[src/rtl/if_fetch_if.sv]
// rtl/if_fetch_if.sv - fetch stage bus bundle: imem handshake, redirect/stall control, IF/ID slot
//
// Purpose: groups every non-clock signal of if_fetch so the stage and its
// environment connect through one port.
//   master : the fetch stage (drives imem_req/imem_addr and the IF/ID slot)
//   slave  : the environment (memory, redirect source, downstream decoder)
// Signals:
//   imem_req/imem_addr         fetch request pulse and word address
//   imem_rvalid/imem_rdata     response strobe and instruction word
//   redirect_valid/redirect_pc branch/jump redirect of the fetch stream
//   stall                      downstream not accepting the held instruction
//   if_valid/if_pc/if_instr    IF/ID slot contents
//   Op/Funct3/Funct7           decoder fields sliced from if_instr

interface if_fetch_if;
  logic        imem_req;
  logic [31:0] imem_addr;
  logic        imem_rvalid;
  logic [31:0] imem_rdata;
  logic        redirect_valid;
  logic [31:0] redirect_pc;
  logic        stall;
  logic        if_valid;
  logic [31:0] if_pc;
  logic [31:0] if_instr;
  logic [6:0]  Op;
  logic [2:0]  Funct3;
  logic [6:0]  Funct7;

  modport master (
    output imem_req, imem_addr,
    input  imem_rvalid, imem_rdata,
    input  redirect_valid, redirect_pc, stall,
    output if_valid, if_pc, if_instr, Op, Funct3, Funct7
  );

  modport slave (
    input  imem_req, imem_addr,
    output imem_rvalid, imem_rdata,
    output redirect_valid, redirect_pc, stall,
    input  if_valid, if_pc, if_instr, Op, Funct3, Funct7
  );
endinterface

[src/rtl/if_fetch.sv]
// rtl/if_fetch.sv - RISC-V instruction fetch stage with single-outstanding imem handshake
//
// Purpose: owns the fetch PC, issues one word fetch at a time, holds the
// returned instruction in the IF/ID slot until downstream consumes it, and
// follows redirects that may arrive in any state (including mid-fetch).
// Ports:
//   clk    single clock, rising edge
//   reset  asynchronous, active-high
//   bus    if_fetch_if.master (imem request/response, redirect, stall,
//          IF/ID slot and Op/Funct3/Funct7 decoder fields)
// Parameters:
//   RESET_PC   fetch address after reset (word aligned)
//   NOP_INSTR  slot instruction after reset and after a flush

module if_fetch #(
  parameter logic [31:0] RESET_PC  = 32'h0000_0000,
  parameter logic [31:0] NOP_INSTR = 32'h0000_0013
) (
  input  logic       clk,
  input  logic       reset,
  if_fetch_if.master bus
);

  typedef enum logic [1:0] {
    S_REQ   = 2'd0,
    S_WAIT  = 2'd1,
    S_FLUSH = 2'd2,
    S_HOLD  = 2'd3
  } state_t;

  state_t      r_state;
  logic [31:0] r_fetch_pc;
  logic [31:0] r_if_pc;
  logic [31:0] r_if_instr;
  logic        r_if_valid;

  logic [31:0] w_redir_pc;
  logic        w_redir;
  logic        w_rvalid;

  // Low address bits of the redirect target are forced to zero; masking keeps
  // every bit of the input in use.
  assign w_redir_pc = bus.redirect_pc & ~32'h0000_0003;
  assign w_redir    = bus.redirect_valid;
  assign w_rvalid   = bus.imem_rvalid;

  // Request is suppressed in a redirect cycle so the old-stream address never
  // goes out; the new target is requested the following cycle.
  assign bus.imem_req  = (r_state == S_REQ) && !w_redir;
  assign bus.imem_addr = r_fetch_pc;

  assign bus.if_valid = r_if_valid;
  assign bus.if_pc    = r_if_pc;
  assign bus.if_instr = r_if_instr;
  assign bus.Op       = r_if_instr[6:0];
  assign bus.Funct3   = r_if_instr[14:12];
  assign bus.Funct7   = r_if_instr[31:25];

  always_ff @(posedge clk or posedge reset) begin
    if (reset) begin
      r_state    <= S_REQ;
      r_fetch_pc <= RESET_PC;
      r_if_pc    <= 32'h0000_0000;
      r_if_instr <= NOP_INSTR;
      r_if_valid <= 1'b0;
    end else begin
      case (r_state)
        S_REQ: begin
          if (w_redir) begin
            r_fetch_pc <= w_redir_pc;
          end else begin
            r_state <= S_WAIT;
          end
        end

        S_WAIT: begin
          if (w_rvalid) begin
            if (w_redir) begin
              // Response belongs to the abandoned stream: drop it.
              r_fetch_pc <= w_redir_pc;
              r_state    <= S_REQ;
            end else begin
              r_if_instr <= bus.imem_rdata;
              r_if_pc    <= r_fetch_pc;
              r_fetch_pc <= r_fetch_pc + 32'd4;
              r_if_valid <= 1'b1;
              r_state    <= S_HOLD;
            end
          end else if (w_redir) begin
            // The old request is still in flight; its response must be
            // swallowed before a new request may be issued.
            r_fetch_pc <= w_redir_pc;
            r_state    <= S_FLUSH;
          end
        end

        S_FLUSH: begin
          if (w_redir) begin
            r_fetch_pc <= w_redir_pc;
          end
          if (w_rvalid) begin
            r_state <= S_REQ;
          end
        end

        S_HOLD: begin
          if (w_redir) begin
            r_if_valid <= 1'b0;
            r_if_instr <= NOP_INSTR;
            r_fetch_pc <= w_redir_pc;
            r_state    <= S_REQ;
          end else if (!bus.stall) begin
            r_if_valid <= 1'b0;
            r_state    <= S_REQ;
          end
        end

        default: r_state <= S_REQ;
      endcase
    end
  end

endmodule

[src/flat_wrapper.sv]
// flat-port wrapper written by rule: the top's interface ports become plain ports
module if_fetch_flat 
#(
  parameter logic [31:0] RESET_PC  = 32'h0000_0000,
  parameter logic [31:0] NOP_INSTR = 32'h0000_0013
)
  (clk, reset, bus_imem_req, bus_imem_addr, bus_imem_rvalid, bus_imem_rdata, bus_redirect_valid, bus_redirect_pc, bus_stall, bus_if_valid, bus_if_pc, bus_if_instr, bus_Op, bus_Funct3, bus_Funct7);
  if_fetch_if bus_i ();
  input  logic clk;
  input  logic reset;
  output wire logic [$bits(bus_i.imem_req)-1:0] bus_imem_req;
  output wire logic [$bits(bus_i.imem_addr)-1:0] bus_imem_addr;
  input wire logic [$bits(bus_i.imem_rvalid)-1:0] bus_imem_rvalid;
  input wire logic [$bits(bus_i.imem_rdata)-1:0] bus_imem_rdata;
  input wire logic [$bits(bus_i.redirect_valid)-1:0] bus_redirect_valid;
  input wire logic [$bits(bus_i.redirect_pc)-1:0] bus_redirect_pc;
  input wire logic [$bits(bus_i.stall)-1:0] bus_stall;
  output wire logic [$bits(bus_i.if_valid)-1:0] bus_if_valid;
  output wire logic [$bits(bus_i.if_pc)-1:0] bus_if_pc;
  output wire logic [$bits(bus_i.if_instr)-1:0] bus_if_instr;
  output wire logic [$bits(bus_i.Op)-1:0] bus_Op;
  output wire logic [$bits(bus_i.Funct3)-1:0] bus_Funct3;
  output wire logic [$bits(bus_i.Funct7)-1:0] bus_Funct7;
  assign bus_imem_req = bus_i.imem_req;
  assign bus_imem_addr = bus_i.imem_addr;
  assign bus_i.imem_rvalid = bus_imem_rvalid;
  assign bus_i.imem_rdata = bus_imem_rdata;
  assign bus_i.redirect_valid = bus_redirect_valid;
  assign bus_i.redirect_pc = bus_redirect_pc;
  assign bus_i.stall = bus_stall;
  assign bus_if_valid = bus_i.if_valid;
  assign bus_if_pc = bus_i.if_pc;
  assign bus_if_instr = bus_i.if_instr;
  assign bus_Op = bus_i.Op;
  assign bus_Funct3 = bus_i.Funct3;
  assign bus_Funct7 = bus_i.Funct7;
  if_fetch #(.RESET_PC(RESET_PC), .NOP_INSTR(NOP_INSTR)) u_core (.clk(clk), .reset(reset), .bus(bus_i));
endmodule
[config.mk]
export PLATFORM = sky130hd
export DESIGN_NAME = if_fetch_flat
export DESIGN_NICKNAME = d
export VERILOG_FILES = /design/src/rtl/if_fetch_if.sv /design/src/rtl/if_fetch.sv /design/src/flat_wrapper.sv
export SDC_FILE = /design/constraint.sdc
export NUM_CORES = 1
export LEC_CHECK = 0
export CORE_UTILIZATION = 35
export CTS_CLUSTER_DIAMETER = 150
export CTS_CLUSTER_SIZE = 10
export DETAILED_ROUTE_END_ITERATION = 10
export PLACE_DENSITY = 0.69
export SYNTH_ARGS = -nofsm -noshare
export SYNTH_HDL_FRONTEND = slang
export SYNTH_SLANG_ARGS = --single-unit
[constraint.sdc]
create_clock -name clk -period 4.45 [get_ports clk]
set_clock_uncertainty 0.15 [all_clocks]
set_input_delay 0.89 -clock clk [delete_from_list [all_inputs] [get_ports clk]]
set_output_delay 0.89 -clock clk [all_outputs]
set_load 0.01 [all_outputs]
# Word level (Yosys, flattened, before mapping)
# Cells that the tools add are included.
# totals
register_bits	99
elab_cells	47
# op_classes
add_sub_neg	1
n_eq_ne	10
muxes	21
n_bitwise	1
n_reduce_logical	9
# op_table
op	n
$mux W32	6
$pmux W32 S2	2
$add A32 B3 Y32 const B	1
$mux W2	7
$reduce_and A4 Y1	3
$ne A2 B2 Y1 const B	5
$pmux W2 S4	1
$ne A3 B3 Y1 const B	2
$eq A2 B2 Y1 const B	2
$mux W1	4
$reduce_and A3 Y1	1
$reduce_or A3 Y1	1
$eq A2 B1 Y1 const B	1
$logic_not A2 Y1	1
$pmux W1 S2	1
$reduce_bool A2 Y1	1
$logic_and A1 B1 Y1	1
$logic_not A1 Y1	1
$not A1 Y1	1

# Depth between registers and ports, before layout
# logic_depth
depth_word	4
ltp_mapped	8
mapped_depth_nobuf	6

# Worst setup path after synthesis
# OpenSTA, ideal clock, no wires.
# synth_path
path_type	input to output
from	input bus_redirect_valid
to	output bus_imem_req
t_arrival_ns	1.714
t_required_ns	3.410
slack_ns	1.696
path_stages	4
path_buffers	3
path_cell_list	buf_2 > buf_2 > clkbuf_1 > nor3_1
# synth_between
elab_chain_cells	2
# synth_lines
element	line_no	rtl
start, declared	flat_wrapper.sv:15	input wire logic [$bits(bus_i.redirect_valid)-1:0] bus_redirect_valid;
$logic_not A1 Y1	if_fetch.sv:49	assign bus.imem_req = (r_state == S_REQ) && !w_redir;
$logic_and A1 B1 Y1	if_fetch.sv:49	
end, declared	flat_wrapper.sv:11	output wire logic [$bits(bus_i.imem_req)-1:0] bus_imem_req;
# No other way between the ends.

# Final worst setup path
# Ends and elaborated chain as after synthesis.

==> flow_summary.json <==
{
  "status": "complete, no violations",
  "clock.fmax_mhz": 337,
  "grt_pass1_vias": 3504,
  "global_route.overflow_total": 0,
  "worst-setup-path-type": "in -> out",
  "timing.max_slew.rel_slack_pct": 34.8,
  "netlist_top_cells_area": "sky130_fd_sc_hd__dfrtp_1, sky130_fd_sc_hd__mux2_2, sky130_fd_sc_hd__a22o_1",
  "power_mw": 3.57,
  "portion_of_the_post_synthesis_area_used_by_sequential_elements_pct": 56.0,
  "yosys_warnings": 0,
  "cts.clk_slew.worst_paths_ns": 0.06,
  "routed_vias": 3460,
  "unrepaired_setup_endpoints_after_global_routing": "no",
  "synthesis.area_per_instance_um2": 11.9,
  "timing.critical_path.from_type": "input port",
  "drt_iter0_drc": 184,
  "syn_inst": 371,
  "clk_sink_count": 99,
  "utilization_pct": 53.8,
  "startpoint": "bus_redirect_valid",
  "via_per_inst": 4.93,
  "yosys_register_bits": 99,
  "floorplan.initialDensity_pct": 36.4,
  "die_area_um2": 13100,
  "hold_viol": 0,
  "cts_root_buffer": "sky130_fd_sc_hd__clkbuf_16",
  "final_cell_area_um2": 6540,
  "antenna_cells_inserted": 0,
  "core.rowCount": 40,
  "antenna_found_initial": 0,
  "final_max_slew_viol_count": 0,
  "setup_ws_ns": 1.49,
  "post_drt_wl_per_cell_um": 16.8,
  "synth_top_cell_area_share_pct": 54.2,
  "synth_largest_area_cell": "sky130_fd_sc_hd__dfrtp_1",
  "synthArstFlopShare_pct": 100,
  "final_period_utilization_pct": 66.6,
  "detailed_place.area_um2": 6230,
  "finalNonFillerCells": 702,
  "finalWirelength_um": 11800,
  "fin_crit_ns": 2.96,
  "die_width_um": 114,
  "tritoncts.num_buffers": 9,
  "crit_path_end_kind": "primary output",
  "finalSetupTns_ns": 0,
  "leakage_nw": 2.78,
  "crit_arrival_ns": 1.92,
  "io_buffers": 181,
  "most_instantiated_flip_flop_cell_in_the_synthesis_netlist": "sky130_fd_sc_hd__dfrtp_1",
  "setup_fix_bufs_post_cts": 0,
  "layout-drive-gt1-share_pct": 12.5,
  "synthTopCellsByCount": "sky130_fd_sc_hd__dfrtp_1, sky130_fd_sc_hd__mux2_2, sky130_fd_sc_hd__nand2_1, sky130_fd_sc_hd__a22o_1, sky130_fd_sc_hd__buf_4",
  "vdd_ir_drop_max_uv": 293,
  "ant_nets": 0,
  "area_growth_syn_to_layout_pct": 47.7,
  "timing.hold.worst.class": "reg -> reg",
  "setup_viol": 0,
  "worstMarginPinSlew_ns": 0.976,
  "rr_startpoint": "u_core.r_state[0]",
  "hpwlAfterDp_um": 8590,
  "tritoncts": "done",
  "place_worst_setup_slack_ns": 1.11,
  "r2r_slack_ns": 2.08,
  "grt_use_total_pct": 18.7,
  "critical_path_required_ns": 3.41,
  "cts_max_level": 3,
  "synthMostInstantiatedCell": "sky130_fd_sc_hd__dfrtp_1",
  "worst_r2r_endpoint": "u_core.bus.if_pc[29]",
  "place.detailed.instances": 686,
  "ctsLongestPathBuffers": 2,
  "number_of_iterations_in_the_first_detailed_routing_pass": 4,
  "wire_length_of_the_first_global_routing_pass_um": 18700,
  "fin_nets": 599,
  "crit_path_max_fanout": 25,
  "largest_net_degree_at_the_start_of_global_routing": 53,
  "drt_drc_violations_left": 0,
  "worst_r2r_path_depth": 3,
  "clkLatencyLatePin_ns": 0.35,
  "die_height_um": 114,
  "global_placer_s_final_weighted_congestion": 0.773,
  "core_area_um2": 12200,
  "top_level_ports": 184,
  "synth_fp_nets": 441,
  "post_cts_resize_count": 0,
  "maxCapViolations": 0,
  "final.hold.worst_slack_ns": 0.353,
  "cts_hold_buf": 0,
  "post_synth_num_cell_types": 38,
  "cp-endpoint": "bus_imem_req",
  "power.density_nw_per_um2": 546,
  "synth_enable_flop_cells": 0,
  "synth_area_um2": 4430
}
## worst min path at each step
stage	from	endpoint	slack (ns)	depth (start not counted)
after global routing	u_core.bus.if_instr[22]	u_core.bus.if_instr[22]	0.36	1
after CTS	u_core.bus.if_instr[22]	u_core.bus.if_instr[22]	0.36	1
after detailed placement	u_core.bus.if_instr[22]	u_core.bus.if_instr[22]	0.33	1
after global placement	u_core.bus.if_instr[17]	u_core.bus.if_instr[17]	0.33	1
after floorplan	u_core.bus.if_instr[0]	u_core.bus.if_instr[0]	0.38	2
final	u_core.bus.if_instr[7]	u_core.bus.if_instr[7]	0.35	1
## per-layer routing
layer | wire [um] | global-route usage (%) | vias to the layer above
met1 | 5000 | 23.2 | 1725
met5 | 0 | 0 | -
met3 | 483 | 3.39 | 15
met4 | 199 | 6.93 | 0
li1 | - | - | 1626
met2 | 6080 | 32.5 | 94
## sequential cells by signal (all words and copies together) (netlist names)
register and count:
u_core.bus.if_valid 1, u_core.bus.if_pc 32, u_core.bus.imem_addr 32, u_core.r_state 2
u_core.bus.if_instr 32
## critical path, stage by stage
cell	delay (ns)
sky130_fd_sc_hd__buf_2	0.26
sky130_fd_sc_hd__nor3_1	0.19
sky130_fd_sc_hd__clkdlybuf4s50_1	0.59
## cell families after synthesis
family                     after synthesis  share of synthesized area (%)
muxes                                   51                           12.6
xor gates and xnor gates                19                           3.76
and+or+nand+nor                         91                           11.0
buffers and inverters                   44                           6.10
DFF                                     99                           56.0
adders and majority gates                1                          0.282
AOI/OAI and AO/OA                       66                           10.2
## layout make-up
| class | instances | area, um2 |
|---|---|---|
| fillers | 1128 | 5620 |
| flip-flops and latches | 99 | 2480 |
| repair buffers | 185 | 1840 |
| multi-input cells | 228 | 1680 |
| clock buffers | 12 | 256 |
| well taps | 168 | 210 |
| clock inverters | 4 | 56.3 |
| inverters | 6 | 25.0 |
## power breakdown
| part | switching, mW | total, mW | leakage [nW] | internal, mW |
|---|---|---|---|---|
| clock network | 0.338 | 0.809 | 0.153 | 0.471 |
| logic | 0.489 | 1.35 | 1.41 | 0.859 |
| registers | 0.217 | 1.42 | 1.22 | 1.20 |
## layout by cell type, fill, tap and decap left out, types with 2 or more instances in the layout
cell / synthesis / final
sky130_fd_sc_hd__nor2_1: 10 / 10
sky130_fd_sc_hd__mux2_2: 35 / 35
sky130_fd_sc_hd__o21ai_1: 12 / 12
sky130_fd_sc_hd__dfrtp_1: 96 / 96
sky130_fd_sc_hd__nand3_1: 9 / 9
sky130_fd_sc_hd__nand4_2: 2 / 2
sky130_fd_sc_hd__mux2i_1: 15 / 15
sky130_fd_sc_hd__o21ai_0: 9 / 9
sky130_fd_sc_hd__inv_1: 5 / 4
sky130_fd_sc_hd__and3_1: 6 / 6
sky130_fd_sc_hd__dfstp_2: 3 / 3
sky130_fd_sc_hd__a22o_1: 29 / 29
sky130_fd_sc_hd__a31oi_1: 4 / 4
sky130_fd_sc_hd__nor2b_1: 3 / 3
sky130_fd_sc_hd__xor2_1: 15 / 15
sky130_fd_sc_hd__xnor2_1: 4 / 4
sky130_fd_sc_hd__nor3_1: 3 / 3
sky130_fd_sc_hd__buf_4: 21 / 4
sky130_fd_sc_hd__and2_1: 3 / 3
sky130_fd_sc_hd__clkbuf_16: 0 / 9
sky130_fd_sc_hd__and4_1: 2 / 2
sky130_fd_sc_hd__clkbuf_8: 0 / 2
sky130_fd_sc_hd__a21oi_1: 10 / 10
sky130_fd_sc_hd__clkinv_4: 0 / 2
sky130_fd_sc_hd__nand4_1: 13 / 13
sky130_fd_sc_hd__nand2_1: 34 / 34
sky130_fd_sc_hd__clkdlybuf4s50_1: 0 / 180
No activity file was read; power rests on OpenSTA's default activity.
